<file path="src/rtl/spi_rw_pkg.sv">
// Shared types and constants for the SPI read/write register-bus slave.
package spi_rw_pkg;

   typedef enum logic [2:0] {
      StIdle,
      StCmd,
      StAddr,
      StData,
      StIgnore
   } state_t;

   localparam logic [7:0] CMD_WRITE_DEFAULT = 8'hFF;
   localparam logic [7:0] CMD_READ_DEFAULT  = 8'h0F;

   function automatic int unsigned max_width(input int unsigned addr_w, input int unsigned data_w);
      int unsigned m;
      m = 8;
      if (addr_w > m) m = addr_w;
      if (data_w > m) m = data_w;
      return m;
   endfunction

   // The counter only needs to reach the longest field length minus one.
   function automatic int unsigned cnt_width(input int unsigned addr_w, input int unsigned data_w);
      return $clog2(max_width(addr_w, data_w));
   endfunction

endpackage

</file>
<file path="src/rtl/spi_pin_sync.sv">
// Two-flop synchroniser for one asynchronous SPI pin, with optional edge detect.
module spi_pin_sync #(
   parameter bit RST_VAL = 1'b0,
   parameter bit EDGE_EN = 1'b0
) (
   input  logic clk,
   input  logic rst,
   input  logic din,
   output logic dout,
   output logic rise,
   output logic fall
);

   logic s1_q, s2_q, s3_q;

   always_ff @(posedge clk or posedge rst) begin
      if (rst) begin
         s1_q <= RST_VAL;
         s2_q <= RST_VAL;
         s3_q <= RST_VAL;
      end else begin
         s1_q <= din;
         s2_q <= s1_q;
         s3_q <= s2_q;
      end
   end

   assign dout = s2_q;
   assign rise = EDGE_EN && s2_q && !s3_q;
   assign fall = EDGE_EN && !s2_q && s3_q;

endmodule

</file>
<file path="src/rtl/spi_rw_slave.sv">
// SPI mode-0 slave bridging an oversampled SPI master onto the register-bus
// write and read ports, with auto-incrementing bursts and abort reporting.
module spi_rw_slave
   import spi_rw_pkg::*;
#(
   parameter int unsigned ADDR_W    = 24,
   parameter int unsigned DATA_W    = 32,
   parameter logic [7:0]  CMD_WRITE = CMD_WRITE_DEFAULT,
   parameter logic [7:0]  CMD_READ  = CMD_READ_DEFAULT
) (
   input  logic              clk,
   input  logic              rst,
   input  logic              spi_sck,
   input  logic              spi_cs_n,
   input  logic              spi_mosi,
   output logic              spi_miso,
   output logic              spi_miso_oe,
   output logic              wr_en,
   output logic [ADDR_W-1:0] wr_addr,
   output logic [DATA_W-1:0] wr_data,
   output logic              rd_en,
   output logic [ADDR_W-1:0] rd_addr,
   input  logic [DATA_W-1:0] rd_data,
   output logic              abort
);

   localparam int unsigned MAX_W = max_width(ADDR_W, DATA_W);
   localparam int unsigned CNT_W = cnt_width(ADDR_W, DATA_W);
   localparam logic [CNT_W-1:0] CMD_LAST  = CNT_W'(7);
   localparam logic [CNT_W-1:0] ADDR_LAST = CNT_W'(ADDR_W - 1);
   localparam logic [CNT_W-1:0] DATA_LAST = CNT_W'(DATA_W - 1);

   logic sck_rise, sck_fall, cs_rise, cs_fall, mosi_s;
   logic unused_sck_lvl, unused_cs_lvl, unused_mosi_rise, unused_mosi_fall;

   spi_pin_sync #(.RST_VAL(1'b0), .EDGE_EN(1'b1)) u_sync_sck (
      .clk (clk),
      .rst (rst),
      .din (spi_sck),
      .dout(unused_sck_lvl),
      .rise(sck_rise),
      .fall(sck_fall)
   );

   // Reset to "selected" so a CS held low across reset never looks like a new falling edge.
   spi_pin_sync #(.RST_VAL(1'b0), .EDGE_EN(1'b1)) u_sync_cs (
      .clk (clk),
      .rst (rst),
      .din (spi_cs_n),
      .dout(unused_cs_lvl),
      .rise(cs_rise),
      .fall(cs_fall)
   );

   spi_pin_sync #(.RST_VAL(1'b0), .EDGE_EN(1'b0)) u_sync_mosi (
      .clk (clk),
      .rst (rst),
      .din (spi_mosi),
      .dout(mosi_s),
      .rise(unused_mosi_rise),
      .fall(unused_mosi_fall)
   );

   state_t             state_q;
   logic [CNT_W-1:0]   bit_cnt_q;
   logic [MAX_W-1:0]   rx_q;
   logic [MAX_W-1:0]   rx_next;
   logic [DATA_W-1:0]  tx_q;
   logic [ADDR_W-1:0]  addr_q;
   logic               is_read_q, wr_pend_q, rd_pend_q, load_q;

   assign rx_next = {rx_q[MAX_W-2:0], mosi_s};

   always_ff @(posedge clk or posedge rst) begin
      if (rst) begin
         state_q     <= StIdle;
         bit_cnt_q   <= '0;
         rx_q        <= '0;
         tx_q        <= '0;
         addr_q      <= '0;
         is_read_q   <= 1'b0;
         wr_pend_q   <= 1'b0;
         rd_pend_q   <= 1'b0;
         load_q      <= 1'b0;
         spi_miso    <= 1'b0;
         spi_miso_oe <= 1'b0;
         wr_en       <= 1'b0;
         wr_addr     <= '0;
         wr_data     <= '0;
         rd_en       <= 1'b0;
         rd_addr     <= '0;
         abort       <= 1'b0;
      end else begin
         // Strobes are staged one clk behind the capturing edge.
         wr_en     <= wr_pend_q;
         rd_en     <= rd_pend_q;
         wr_pend_q <= 1'b0;
         rd_pend_q <= 1'b0;
         abort     <= 1'b0;
         load_q    <= rd_en;
         if (load_q) tx_q <= rd_data;

         if (cs_rise) begin
            state_q     <= StIdle;
            bit_cnt_q   <= '0;
            spi_miso    <= 1'b0;
            spi_miso_oe <= 1'b0;
            case (state_q)
               StCmd:  abort <= (bit_cnt_q != '0) || sck_rise;
               StAddr: abort <= 1'b1;
               StData: begin
                  // A last bit landing with the CS release still completes its word.
                  if (sck_rise && bit_cnt_q == DATA_LAST) begin
                     if (!is_read_q) begin
                        wr_pend_q <= 1'b1;
                        wr_addr   <= addr_q;
                        wr_data   <= rx_next[DATA_W-1:0];
                     end
                  end else begin
                     abort <= (bit_cnt_q != '0) || sck_rise;
                  end
               end
               default: ;
            endcase
         end else begin
            case (state_q)
               StIdle: begin
                  if (cs_fall) begin
                     state_q   <= StCmd;
                     bit_cnt_q <= '0;
                  end
               end
               StCmd: begin
                  if (sck_rise) begin
                     rx_q <= rx_next;
                     if (bit_cnt_q == CMD_LAST) begin
                        bit_cnt_q <= '0;
                        if (rx_next[7:0] == CMD_WRITE) begin
                           state_q   <= StAddr;
                           is_read_q <= 1'b0;
                        end else if (rx_next[7:0] == CMD_READ) begin
                           state_q   <= StAddr;
                           is_read_q <= 1'b1;
                        end else begin
                           state_q <= StIgnore;
                        end
                     end else begin
                        bit_cnt_q <= bit_cnt_q + 1'b1;
                     end
                  end
               end
               StAddr: begin
                  if (sck_rise) begin
                     rx_q <= rx_next;
                     if (bit_cnt_q == ADDR_LAST) begin
                        bit_cnt_q   <= '0;
                        state_q     <= StData;
                        addr_q      <= rx_next[ADDR_W-1:0];
                        spi_miso_oe <= is_read_q;
                        if (is_read_q) begin
                           rd_pend_q <= 1'b1;
                           rd_addr   <= rx_next[ADDR_W-1:0];
                        end
                     end else begin
                        bit_cnt_q <= bit_cnt_q + 1'b1;
                     end
                  end
               end
               StData: begin
                  if (sck_rise) begin
                     rx_q <= rx_next;
                     if (bit_cnt_q == DATA_LAST) begin
                        bit_cnt_q <= '0;
                        addr_q    <= addr_q + 1'b1;
                        if (is_read_q) begin
                           rd_pend_q <= 1'b1;
                           rd_addr   <= addr_q + 1'b1;
                        end else begin
                           wr_pend_q <= 1'b1;
                           wr_addr   <= addr_q;
                           wr_data   <= rx_next[DATA_W-1:0];
                        end
                     end else begin
                        bit_cnt_q <= bit_cnt_q + 1'b1;
                     end
                  end
                  if (sck_fall && is_read_q) begin
                     spi_miso <= tx_q[DATA_W-1];
                     tx_q     <= {tx_q[DATA_W-2:0], 1'b0};
                  end
               end
               default: ;
            endcase
         end
      end
   end

endmodule

</file>
<file path="config.mk">
export PLATFORM = sky130hd
export DESIGN_NAME = spi_rw_slave
export DESIGN_NICKNAME = d
export VERILOG_FILES = /design/src/rtl/spi_rw_pkg.sv /design/src/rtl/spi_pin_sync.sv /design/src/rtl/spi_rw_slave.sv
export SDC_FILE = /design/constraint.sdc
export NUM_CORES = 1
export LEC_CHECK = 0
export CAP_MARGIN = 30
export CORE_UTILIZATION = 55
export DETAILED_ROUTE_END_ITERATION = 8
export HOLD_SLACK_MARGIN = 0.1
export PLACE_DENSITY_LB_ADDON = 0.08
export SLEW_MARGIN = 20
export SYNTH_ARGS = -nofsm -noshare
export SYNTH_HDL_FRONTEND = slang
export SYNTH_HIERARCHICAL = 1
export SYNTH_SLANG_ARGS = --single-unit
</file>
<file path="constraint.sdc">
create_clock -name clk -period 7.64 [get_ports clk]
set_clock_uncertainty 0.05 [all_clocks]
set_input_delay 1.146 -clock clk [delete_from_list [all_inputs] [get_ports clk]]
set_output_delay 1.146 -clock clk [all_outputs]
set_load 0.05 [all_outputs]
</file>
==> results of run 1 <==
## per-stage QoR
step                      setup slack [ps]  instances  utilization
final                                 4720       1079        0.697
after global routing                  4490       1079        0.697
after CTS                             4570       1077        0.694
after detailed placement              4270       1047        0.654
after global placement                4190       1044        0.651
after floorplan                       1440        758            -
## sequential cells by signal, summed over array words and instances (netlist names), 3 cells and up
signal,flops
wr_addr,24
bit_cnt_q,5
addr_q,24
rx_q,31
rd_addr,24
wr_data,32
state_q,3
tx_q,32
## worst register-to-register path, stage by stage (launching register included)
cell and delay, ps:
dfrtp_1 390, ha_1 240, nand2_1 130, nor2_1 130, ha_1 220, nand2_1 110, nor3_4 420, buf_6 270
buf_4 430, mux2_2 420
## cell usage in the layout, fill, tap and decap left out, types with 5 or more instances in the layout
cell	n
clkdlybuf4s50_1	121
mux2i_1	38
mux2_2	89
nand3_1	24
nand4_1	6
nor2_1	35
o21ai_0	57
buf_4	7
o22a_1	5
a31oi_1	7
nand2_1	76
clkbuf_16	17
xnor2_1	10
nor4_1	8
dfrtp_1	191
xor2_1	7
o22ai_1	7
a21o_1	5
o31ai_1	10
a2bb2oi_1	5
inv_1	11
a21oi_1	22
and3_1	6
o211ai_1	5
nor3_1	10
## power by group through the flow
| stage | sequential [mW] | clock (mW) | combinational (mW) |
|---|---|---|---|
| 4_1_cts | 1.06 | 0.945 | 0.0993 |
| 3_3_place_gp | 1.08 | 0 | 0.0949 |
| 3_5_place_dp | 1.08 | 0 | 0.0986 |
| 2_1_floorplan | 1.07 | 0 | 0.0643 |
| 6_report | 1.06 | 0.927 | 0.0974 |
| 5_1_grt | 1.06 | 0.983 | 0.111 |
## cell type report
cell class              count  area (sq um)  area share
clock buffers              21           450      0.0420
clock inverters             9           159      0.0148
inverters                  12          50.0     0.00467
multi-input cells         501          3620       0.338
flip-flops and latches    192          4810       0.449
well taps                 211           264      0.0246
repair buffers            133          1370       0.127
## worst min-delay path by stage
stage                          start                to  slack [ps]  cells past startpoint
floorplan                  rd_pend_q             rd_en         280                      0
global placement    u_sync_mosi/s1_q  u_sync_mosi/dout         290                      0
detailed placement   u_sync_sck/s1_q   u_sync_sck/dout         290                      0
CTS                  u_sync_sck/s1_q   u_sync_sck/dout         300                      0
global route         u_sync_sck/s1_q   u_sync_sck/dout         300                      0
finish                     rd_pend_q             rd_en         300                      0
## layer usage
metal / track usage / vias up
met5: 0 / -
met4: 0.0886 / 0
met3: 0.0434 / 25
met2: 0.423 / 180
met1: 0.354 / 3143
li1: - / 2925
==> results_dict.tcl, run 1 <==
set metrics [dict create \
    status "completed" \
    track_usage 0.259 \
    antennaDiodeCount 0 \
    max-cap-violations 0 \
    vias 6273 \
    fp-row-count 45 \
    fmax_mhz 343 \
    p_sw_uw 451 \
    cts-root-buf "clkbuf_16" \
    critPathKind "register to register" \
    drt-vias-per-instance 5.81 \
    cp_top_family "simple AND/OR/NAND/NOR gates" \
    final.setup.tns_ps 0 \
    hold_path.class "register to register" \
    power_frac_comb 0.047 \
    wl_met1_um 8900 \
    port_buffers 121 \
    path_depth 9 \
    r2r-end "wr_addr[2]" \
    p_sw_frac 0.217 \
    ir_drop_v 0.000161 \
    drive_gt1_frac 0.177 \
    critPathBufInv 2 \
    final_area_sq_um 10700 \
    antenna_left 0 \
    top_layer_used "met4" \
    critPathMaxFanout 32 \
    wl_per_cell_um 18.2 \
    gp_congestion 0.858 \
    period_share 0.382 \
    drc_errors 0 \
    dieArea_sq_um 16400 \
    slew_viol_final 0 \
    placed_area_sq_um 10100 \
    cts_made_buffers 17 \
    slowest_stage "nor3_4" \
    finalCriticalPeriod_ps 2920 \
    worstSetupStartpointType "register" \
    hold_viol_final 0 \
    route.met3.wl_um 881 \
    start_util 0.570 \
    cts_resized 0 \
    timing.hold.ws_ps 300 \
    hpwl_um 13200 \
    drtPass1Iterations 5 \
    core_sq_um 15400 \
    clkPwrFrac 0.445 \
    slew_headroom 0.403 \
    rsz0062_at_grt "false" \
    synth_area_per_cell_sq_um 11.6 \
    syn_area_sq_um 8760 \
    clock_path_buffers 2 \
    clk_pin_slew_ps 70 \
    area.growth.synth_to_final_pct 22.3 \
    grt_max_degree 85 \
    setup.worst_path.start "bit_cnt_q[1]" \
    die_y_um 128 \
    post_cts_buffers 0 \
    grt_first_pass_wirelength_um 32900 \
    crit_arrival_ps 3180 \
    max_stage_delay_ps 420 \
    nFillCells 1152 \
    fin_nets 898 \
    tightest_slew_ps 896 \
    grt_overflow 0 \
    required_ps 7900 \
    pwr-share-seq 0.508 \
    ys_warn_count 6 \
    ctsHtreeMaxLevel 4 \
    io_pins 122 \
    clkLatencyLatePin_ps 430 \
    grt_pass1_vias 6369 \
    finalPower_mw 2.08 \
    wl_met2_um 9520 \
    wirelength_um 19600 \
    reg2reg_from "bit_cnt_q[1]" \
    cts_sinks 192 \
    end_kind "register" \
    antenna_found_initial 0 \
    cp_cell_sequence "ha_1, nand2_1, nor2_1, ha_1, nand2_1, nor3_4, buf_6, buf_4, mux2_2" \
    cp-endpoint "wr_addr[2]" \
    r2r_cells 9 \
    p_int_mw 1.63 \
    die_w_um 128 \
    leakage_nw 4.55 \
    drtIter0Drc 466 \
    reg2reg_slack_ps 4720 \
    setup_viol 0 \
    cts_tree "built" \
    powerDensity_nw_per_um2 194 \
    syn_nets 799 \
    cts_hold_buf 0 \
    synthCells 758 \
]
No activity file was read; power rests on OpenSTA's default activity.
==> inputs of run 2 (changes only) <==
==> constraint.sdc (replaced) <==
create_clock -name clk -period 2.8 [get_ports clk]
set_clock_uncertainty 0.05 [all_clocks]
set_input_delay 0.42 -clock clk [delete_from_list [all_inputs] [get_ports clk]]
set_output_delay 0.42 -clock clk [all_outputs]
set_load 0.05 [all_outputs]
==> results_dict.tcl, run 2 (synthesis gave the netlist of run 1 again) <==
set metrics [dict create \
    status "completed" \
    grt_overflow 0 \
    post_cts_buffers 0 \
    worstSetupStartpointType "register" \
    antenna_found_initial 0 \
    slew_viol_final 0 \
    wirelength_um 19700 \
    cp_cell_sequence "ha_1, and3_1, nand2_2, or3_4, o32ai_1, a211oi_1" \
    clock_path_buffers 2 \
    period_share 0.856 \
    cts_hold_buf 0 \
    top_regs "tx_q (32), wr_data (32), rx_q (31)" \
    hold_viol_final 0 \
    finalCriticalPeriod_ps 2400 \
    timing.hold.ws_ps 223 \
    drc_errors 0 \
    clk_pin_slew_ps 70 \
    drt-vias-per-instance 5.71 \
    rsz0062_at_grt "false" \
    dieArea_sq_um 16400 \
    ir_drop_v 0.000402 \
    grt_max_degree 64 \
    fmax_mhz 417 \
    critPathKind "register to register" \
    wl_per_cell_um 18.1 \
    die_y_um 128 \
    end_kind "register" \
    track_usage 0.253 \
    setup_viol 0 \
    cts_made_buffers 17 \
    fp-row-count 45 \
    required_ps 3040 \
    max-cap-violations 0 \
    hpwl_um 13500 \
    cts_tree "built" \
    cts_resized 0 \
    r2r_cells 6 \
    fin_nets 903 \
    antenna_left 0 \
    hold_path.class "primary input to async pin" \
    start_util 0.570 \
    tightest_slew_ps 709 \
    port_buffers 121 \
    core_sq_um 15400 \
    io_pins 122 \
    fin_cells 1086 \
    drtPass1Iterations 5 \
    ctsHtreeMaxLevel 4 \
    slowest_stage "dfrtp_1" \
    slew_headroom 0.527 \
    grt_first_pass_wirelength_um 32200 \
    crit_arrival_ps 2640 \
    drtIter0Drc 458 \
    area.growth.synth_to_final_pct 23.1 \
    gp_congestion 0.842 \
    finalPower_mw 5.83 \
    vias 6204 \
    drive_gt1_frac 0.183 \
    cts_sinks 192 \
    grt_pass1_vias 6172 \
    cts-root-buf "clkbuf_16" \
    critPathMaxFanout 9 \
    clkLatencyLatePin_ps 430 \
    powerDensity_nw_per_um2 540 \
    die_w_um 128 \
    placed_cells 1054 \
    final_common_cell "dfrtp_1" \
    final_cell_mix "dfrtp_1 (192), clkdlybuf4s50_1 (121), mux2_2 (89), nand2_1 (76), o21ai_0 (57)" \
    antennaDiodeCount 0 \
    leakage_nw 4.59 \
    max_stage_delay_ps 480 \
]
[run 2: final cells by class]
cell class                 instances  area (sq um)
multi-input combinational        501          3610
tap                              211           264
sequential                       192          4800
timing repair buffer             138          1400
clock inverter                    11           203
clock buffer                      21           450
inverter                          12          48.8
fill                            1127          4590
[run 2: path summary, 6_finish.rpt]
check | from | slack [ps] | to
max | addr_q[0] | 400 | addr_q[18]
min | rst | 220 | u_sync_mosi/s1_q
max reg2reg | addr_q[0] | 400 | addr_q[18]
min reg2reg | u_sync_sck/s1_q | 310 | u_sync_sck/dout
max in group asynchronous | rst | 1600 | wr_addr[16]
min in group clk | u_sync_sck/s1_q | 310 | u_sync_sck/dout
[run 2: through the flow]
step | setup slack [ps] | util | instance area [sq um] | setup TNS, ps
after global placement | 529 | 0.659 | 10100 | 0
final | 404 | 0.702 | 10800 | 0
after global routing | 204 | 0.702 | 10800 | 0
after detailed placement | 445 | 0.659 | 10100 | 0
after CTS | 418 | 0.702 | 10800 | 0
after floorplan | -34.5 | - | 8770 | -6350
[run 2: report_power, final]
part | total [mW] | internal (mW) | leakage (nW) | switching (mW)
Combinational | 0.268 | 0.127 | 1.79 | 0.141
Sequential | 2.89 | 2.82 | 2.50 | 0.0760
Clock | 2.67 | 1.62 | 0.310 | 1.04
[run 2: per-layer routing]
metal / vias up / share of wire / GRT usage
met5: - / 0 / 0
met4: 0 / 0.0074 / 0.0775
met3: 12 / 0.055 / 0.0501
met2: 171 / 0.48 / 0.404
met1: 3084 / 0.46 / 0.352
li1: 2937 / - / -
[run 2: worst max-delay path: cells and delay by family (launching register included)]
family                     cells  cell delay (ps)
and+or+nand+nor                3             1050
AOI/OAI and AO/OA              2              390
adders and majority gates      1              290
DFF                            1              480
